**src/rtl/l1_cache_ctrl.sv**
```systemverilog
// Control FSM for a 256-line direct-mapped write-back L1 array.
// A hit responds two cycles after acceptance; misses add the L2 handshake cycles.
`timescale 1ns/1ps
module l1_cache_ctrl #(
   parameter int CNT_W = 32
) (
   input  logic             clk,
   input  logic             rst,
   input  logic             cpu_req_valid,
   output logic             cpu_req_ready,
   input  logic             cpu_we,
   input  logic [31:0]      cpu_addr,
   input  logic [63:0]      cpu_wdata,
   output logic             cpu_resp_valid,
   output logic [63:0]      cpu_rdata,
   output logic             cpu_resp_hit,
   output logic [31:0]      arr_addr,
   input  logic [23:0]      arr_tag_vd,
   input  logic [63:0]      arr_data,
   output logic [23:0]      arr_tag_upd,
   output logic             arr_fill_we,
   output logic [63:0]      arr_fill_data,
   output logic             arr_cpu_we,
   output logic [63:0]      arr_wdata,
   output logic             l2_req_valid,
   input  logic             l2_req_ready,
   output logic             l2_req_we,
   output logic [31:0]      l2_req_addr,
   output logic [63:0]      l2_req_wdata,
   input  logic             l2_resp_valid,
   input  logic [63:0]      l2_resp_data,
   output logic [CNT_W-1:0] hit_cnt,
   output logic [CNT_W-1:0] miss_cnt
);

   typedef enum logic [2:0] {
      IDLE, LOOKUP, WB_REQ, WB_WAIT, RF_REQ, RF_WAIT, RESP
   } state_t;

   localparam logic [CNT_W-1:0] CNT_ONE = {{(CNT_W-1){1'b0}}, 1'b1};

   state_t      state;
   logic        req_we;
   logic [21:0] req_tag;
   logic [7:0]  req_idx;
   logic        hit;
   logic        victim_dirty;

   assign req_tag      = arr_addr[31:10];
   assign req_idx      = arr_addr[9:2];
   assign hit          = arr_tag_vd[23] && (arr_tag_vd[21:0] == req_tag);
   assign victim_dirty = arr_tag_vd[23] && arr_tag_vd[22];

   always_ff @(posedge clk) begin
      if (rst) begin
         state          <= IDLE;
         req_we         <= 1'b0;
         cpu_req_ready  <= 1'b0;
         cpu_resp_valid <= 1'b0;
         cpu_rdata      <= '0;
         cpu_resp_hit   <= 1'b0;
         arr_addr       <= '0;
         arr_tag_upd    <= '0;
         arr_fill_we    <= 1'b0;
         arr_fill_data  <= '0;
         arr_cpu_we     <= 1'b0;
         arr_wdata      <= '0;
         l2_req_valid   <= 1'b0;
         l2_req_we      <= 1'b0;
         l2_req_addr    <= '0;
         l2_req_wdata   <= '0;
         hit_cnt        <= '0;
         miss_cnt       <= '0;
      end else begin
         cpu_resp_valid <= 1'b0;
         arr_cpu_we     <= 1'b0;
         arr_fill_we    <= 1'b0;
         case (state)
            IDLE: begin
               cpu_req_ready <= 1'b1;
               if (cpu_req_valid && cpu_req_ready) begin
                  cpu_req_ready <= 1'b0;
                  arr_addr      <= cpu_addr;
                  req_we        <= cpu_we;
                  arr_wdata     <= cpu_wdata;
                  state         <= LOOKUP;
               end
            end
            LOOKUP: begin
               if (hit) begin
                  if (hit_cnt != '1) hit_cnt <= hit_cnt + CNT_ONE;
               end else begin
                  if (miss_cnt != '1) miss_cnt <= miss_cnt + CNT_ONE;
               end
               if (!req_we && hit) begin
                  cpu_rdata      <= arr_data;
                  cpu_resp_hit   <= 1'b1;
                  cpu_resp_valid <= 1'b1;
                  state          <= RESP;
               end else if (req_we && (hit || !victim_dirty)) begin
                  arr_cpu_we     <= 1'b1;
                  arr_tag_upd    <= {2'b11, req_tag};
                  cpu_resp_hit   <= hit;
                  cpu_resp_valid <= 1'b1;
                  state          <= RESP;
               end else if (victim_dirty) begin
                  // victim tag travels in the writeback address
                  l2_req_valid <= 1'b1;
                  l2_req_we    <= 1'b1;
                  l2_req_addr  <= {arr_tag_vd[21:0], req_idx, 2'b00};
                  l2_req_wdata <= arr_data;
                  state        <= WB_REQ;
               end else begin
                  l2_req_valid <= 1'b1;
                  l2_req_we    <= 1'b0;
                  l2_req_addr  <= {req_tag, req_idx, 2'b00};
                  state        <= RF_REQ;
               end
            end
            WB_REQ: begin
               if (l2_req_ready) begin
                  l2_req_valid <= 1'b0;
                  state        <= WB_WAIT;
               end
            end
            WB_WAIT: begin
               if (l2_resp_valid) begin
                  if (req_we) begin
                     arr_cpu_we     <= 1'b1;
                     arr_tag_upd    <= {2'b11, req_tag};
                     cpu_resp_hit   <= 1'b0;
                     cpu_resp_valid <= 1'b1;
                     state          <= RESP;
                  end else begin
                     l2_req_valid <= 1'b1;
                     l2_req_we    <= 1'b0;
                     l2_req_addr  <= {req_tag, req_idx, 2'b00};
                     state        <= RF_REQ;
                  end
               end
            end
            RF_REQ: begin
               if (l2_req_ready) begin
                  l2_req_valid <= 1'b0;
                  state        <= RF_WAIT;
               end
            end
            RF_WAIT: begin
               if (l2_resp_valid) begin
                  arr_fill_we    <= 1'b1;
                  arr_fill_data  <= l2_resp_data;
                  arr_tag_upd    <= {2'b10, req_tag};
                  cpu_rdata      <= l2_resp_data;
                  cpu_resp_hit   <= 1'b0;
                  cpu_resp_valid <= 1'b1;
                  state          <= RESP;
               end
            end
            RESP: begin
               cpu_req_ready <= 1'b1;
               state         <= IDLE;
            end
            default: state <= IDLE;
         endcase
      end
   end

endmodule

```
**config.mk**
```make
export PLATFORM = sky130hd
export DESIGN_NAME = l1_cache_ctrl
export DESIGN_NICKNAME = d
export VERILOG_FILES = /design/src/rtl/l1_cache_ctrl.sv
export SDC_FILE = /design/constraint.sdc
export NUM_CORES = 1
export LEC_CHECK = 0
export BUFFER_PORTS_ARGS = -buffer_cell sky130_fd_sc_hd__buf_2
export CAP_MARGIN = 20
export CELL_PAD_IN_SITES_DETAIL_PLACEMENT = 1
export CELL_PAD_IN_SITES_GLOBAL_PLACEMENT = 1
export CORE_AREA = 3 3 260 262
export CTS_BUF_LIST = sky130_fd_sc_hd__clkbuf_8
export DETAILED_ROUTE_END_ITERATION = 12
export DIE_AREA = 0 0 263 265
export PLACE_DENSITY = 0.58
export SYNTH_ARGS = -nofsm -noshare
export SYNTH_HDL_FRONTEND = slang
export SYNTH_SLANG_ARGS = --single-unit
```
**constraint.sdc**
```tcl
create_clock -name clk -period 6.8 [get_ports clk]
set_input_delay 0.34 -clock clk [delete_from_list [all_inputs] [get_ports clk]]
set_output_delay 0.34 -clock clk [all_outputs]
set_load 0.005 [all_outputs]
```
# Word-level counts from Yosys, hierarchy flattened
# Cells that the tools add are included.
# word_totals
register_bits	419
latch_bits	0
ram_bits	0
romBits	0
inputBits	254
out_inout_bits	415
elab_cells	126
n_memories	0
# op_classes
addsub	2
multipliers	0
n_div	0
magnitude_cmp	0
n_eq_ne	22
shift	0
muxes	53
bitwise_logic	4
reduce_logical	27
# op_table
op	n
$mux W32	5
$mux W64	2
$pmux W64 S2	1
$mux W24	5
$pmux W24 S3	1
$add A32 B1 Y32 const B	2
$ne A32 B32 Y1 const B	2
$pmux W32 S2	1
$mux W3	8
$eq A22 B22 Y1	1
$mux W1	22
$ne A2 B2 Y1 const B	11
$pmux W3 S6	1
$reduce_and A5 Y1	3
$reduce_and A6 Y1	2
$eq A3 B3 Y1 const B	3
$pmux W1 S3	3
$reduce_and A3 Y1	3
$eq A3 B2 Y1 const B	2
$pmux W1 S2	3
$reduce_bool A2 Y1	3
$reduce_bool A3 Y1	2
$logic_and A1 B1 Y1	5
$not A1 Y1	4
other kinds (10)	13

# Longest topological paths before layout
# logic_depth
word_depth	7
depth_mapped	10
depth_no_buf	8

# Worst setup path after synthesis
# OpenSTA, ideal clock, no wires.
# synth_timing
kind	reg-to-reg
start	register miss_cnt[3]
end	register miss_cnt[31]
setup_ns	0.128
t_arrival_ns	2.188
path_slack_ns	4.485
path_stages_with_launch	9
synth_period_minus_slack_ns	2.315
path_cell_list	dfxtp_1 nand4_1 or4_1 buf_2 or2_4 or4_1 nor2_2 xnor2_1 nor2_1
# synth_between
elab_chain_len	2
# synth_rtl
item	line_no	source
from (decl)	33	output logic [CNT_W-1:0] miss_cnt
from (signal assigned)	93	if (miss_cnt != '1) miss_cnt <= miss_cnt + CNT_ONE;
branches (longest 2 deep; another with $add A32 B1 Y32)	-	
# Several ways; the timed one is not identified.
# A chain may end at the register's enable or synchronous reset.

# Final worst setup path
# layout_timing
start	register state[0]
end	register cpu_rdata[27]
# layout_between
elab_chain_len	3
# layout_rtl
item	line_no	source
from (decl)	42	state_t state;
from (signal assigned)	56	state <= IDLE;
from (signal assigned)	86	state <= LOOKUP;
from (signal assigned)	99	state <= RESP;
$eq A3 B1 Y1 or $eq A3 B3 Y1 (tied branches)	78	case (state)
$ne A2 B2 Y1 (no source line) or $reduce_bool A2 Y1 (tied branches)	-	
$reduce_and A3 Y1 (no source line)	-	
to (signal assigned)	96	cpu_rdata <= arr_data;
to (signal assigned)	153	cpu_rdata <= l2_resp_data;
to (decl)	15	output logic [63:0] cpu_rdata,
# Several ways; a longest one is shown, not always the timed one.

==> impl_metrics.csv <==
group,metric,value,unit
detailed_routing,drtPass1Iterations,7,
detailed_routing,vias,18100,
setup_path,endpoint_kind,"flop",
floorplanning,num_rows,94,
setup_path,path_cells,"buf_4 > nand3_1 > nor2_1 > a31o_4 > buf_4 > nor2_1 > a311oi_1",
power,p_leak,10.6,nW
place,dpl.hpwl,52900,um
synthesis,yosysMostFrequentCell,"nand2_1",
final_layout,nets,3149,
clock_tree,cts_tree,"built",
synthesis,synth_area,16400,um2
clock_tree,cts_setup_buffers,0,
power,p_sw,1.71,mW
worst_hold_path,hold_depth,3,
place,portBuffers,666,
final_layout,multi_input_area,7490,um2
clock_tree,post_cts_resized,0,
floorplanning,num_io_pins,669,
clock_tree,cts.path.max_buffers,3,
power,comb_power_share,0.133,
setup_path,reg2reg_depth,7,
clock_tree,cts.reportedPaths.clkPinSlew,0.06,ns
clock_tree,clock-sinks,417,
synthesis,ys_ff_latch,417,
setup_path,cp_max_fo,73,
power,peakVddDrop,141,uV
setup_path,arrival,4.27,ns
floorplanning,die_h,265,um
clock_tree,cts_made_buffers,82,
synthesis,netlist_instances,2040,
timing,clock_skew,0.0377,ns
detailed_routing,vias_per_cell,4.74,
synthesis,yosys.area.top_type,"dfxtp_1",
floorplanning,start_util,0.250,
global_route,overflow,0,
clock_tree,htreeDepth,3,
timing,finalMaxSlewViolations,0,
setup_path,required,7.36,ns
final_layout,drive_gt1_frac,0.277,
synthesis,yosys_warnings,0,
setup_path,path_class,"reg -> reg",
timing,max_freq,269,MHz
global_route,antenna_found_initial,5,
synthesis,synth_top_area_frac,0.509,
detailed_routing,drt_iter0_drc,829,
global_route,grt_pass1_wl,117000,um
timing,hold_violations,0,
floorplanning,die_w,263,um
final_layout,seqCellArea,8350,um2
power,pwr-share-clk,0.427,
detailed_routing,wl_per_cell,20.2,um
clock_tree,cts_hold_buffers,237,
synthesis,synthArstFlopShare,0,
synthesis,synth_common_cells,"558 x nand2_1, 417 x dfxtp_1, 245 x a21oi_1",
timing,min_period,3.71,ns
final_layout,nFillCells,8023,
power,power_density,243,nW/um2
power,power,5.95,mW
setup_path,slowest_delay,0.73,ns
timing,tns,0,ns
flow_run,max_cap_violations,0,
setup_path,worst_path_max_delay_cell,"buf_4",
floorplanning,core,65600,um2
outcome,outcome,"finished, final reports clean",
timing,fin_crit_sh,0.546,
timing,finalSetupViolCount,0,
detailed_routing,wl,77300,um
timing,max_slew_margin,0.244,
worst_hold_path,hold_class,"in -> reg",
synthesis,synth_flop_cell,"dfxtp_1",
synthesis,avgSynthCellArea,8.03,um2
detailed_routing,drc,0,
final_layout,syn_to_final_growth,49.3,%
clock_tree,clockRootBuffer,"clkbuf_8",
clock_tree,insertion_delay,0.66,ns
setup_path,cp-start-kind,"flop",
synthesis,synthTopCellsByArea,"dfxtp_1 51%, nand2_1 13%, a21oi_1 7.5%, nor2_1 4.5%, a311oi_1 3.4%",
global_route,grtUsageTotal,0.212,
global_route,grt_max_degree,191,
floorplanning,die-area,69700,um2
power,p_int,4.24,mW
synthesis,yosysUniqueCellTypes,48,
power,pwr-share-seq,0.440,
place,gp_congestion,0.854,
synthesis,seq_area_frac_synth,0.509,
detailed_routing,ant_nets,0,
synthesis,synth_edf_count,0,
timing,tightest_slew,1.13,ns
timing,grt_setup_unrepaired,"false",
power,switching_share,0.287,
global_route,grt_pass1_vias,19600,
## layout by cell type, fill, tap and decap left out, drive strengths merged, types with 3 or more instances in the layout
cell / instances
clkbuf: 101
nor2: 199
mux2i: 53
a21oi: 245
nand4: 26
and3: 12
o21ai: 17
or4: 7
mux2: 3
nand2: 558
nor2b: 9
or3: 10
dlygate4sd3: 237
dfxtp: 417
and2: 6
nand3: 105
clkinv: 7
nor3b: 4
xor2: 57
a211oi: 24
buf: 685
inv: 47
nor4: 11
and4: 3
nor3: 15
xnor2: 13
nand2b: 3
a311oi: 64
## critical path, delay by kind of cell (launching register included)
kind | cells | cell delay (ns)
flops | 1 | 0.47
compound gates | 2 | 0.93
buf+inv | 2 | 1.42
simple gates | 3 | 0.58
## sequential cells by signal (all words and copies together) (netlist names), 3 cells and up
name and count:
l2_req_wdata 64, cpu_rdata 64, arr_wdata 64, state 3, arr_fill_data 64, arr_tag_upd 24, hit_cnt 32, l2_req_addr 30
arr_addr 32, miss_cnt 32
## final timing paths
| check | start | to | slack (ns) |
|---|---|---|---|
| worst max register to register | state[0] | cpu_rdata[27] | 3.09 |
| worst max-delay path | state[0] | cpu_rdata[27] | 3.09 |
| worst min-delay path | arr_tag_vd[7] | l2_req_addr[17] | 0.08 |
| worst min register to register | arr_addr[0] | arr_addr[0] | 0.45 |
## routing by layer
layer | track usage | wire length (um) | up-vias | part of all wire
met5 | 0 | 34 | - | 0.00044
met4 | 0.115 | 4040 | 4 | 0.052
met3 | 0.0524 | 4550 | 232 | 0.059
met2 | 0.372 | 38400 | 586 | 0.50
met1 | 0.237 | 30300 | 8706 | 0.39
li1 | - | - | 8589 | -
## cells by family after synthesis
logic type               Yosys count  share of synthesized area
XOR/XNOR                          70                     0.0374
multiplexers                      56                     0.0344
AO/OA/AOI/OAI                    358                      0.129
other                              1                   0.000229
flip-flops                       417                      0.509
AND/OR/NAND/NOR                  972                      0.249
buffers and inverters            164                     0.0389
adder cells (fa/ha/maj)            2                    0.00153
## stage by stage
step           instance area, um2  setup slack (ns)  hold WS (ns)  cells   util
4_1_cts                     24500              3.08        0.0107   3821  0.373
5_1_grt                     24500              2.83        0.0396   3823  0.373
3_5_place_dp                20500              3.12         0.445   3436  0.312
2_1_floorplan               16400              4.48         0.448   2041      -
6_report                    24500              3.09        0.0805   3823  0.373
3_3_place_gp                20500              3.22         0.438   3436  0.312
## power by group through the flow
stage	Combinational [mW]	Clock, mW	Sequential (mW)
detailed placement	0.684	0	2.67
floorplan	0.328	0	2.66
global placement	0.674	0	2.66
global route	0.867	2.75	2.63
CTS	0.801	2.64	2.62
finish	0.789	2.54	2.62
## final cells by class
cell class / instances / share of cell area
inverter: 10 / 0.00153
antenna: 2 / 0.000205
timing repair buffer: 922 / 0.240
clock inverter: 47 / 0.00962
clock buffer: 101 / 0.0568
sequential: 417 / 0.341
multi-input combinational: 1460 / 0.306
tap: 864 / 0.0442
Power figures use the tool's default switching activity.
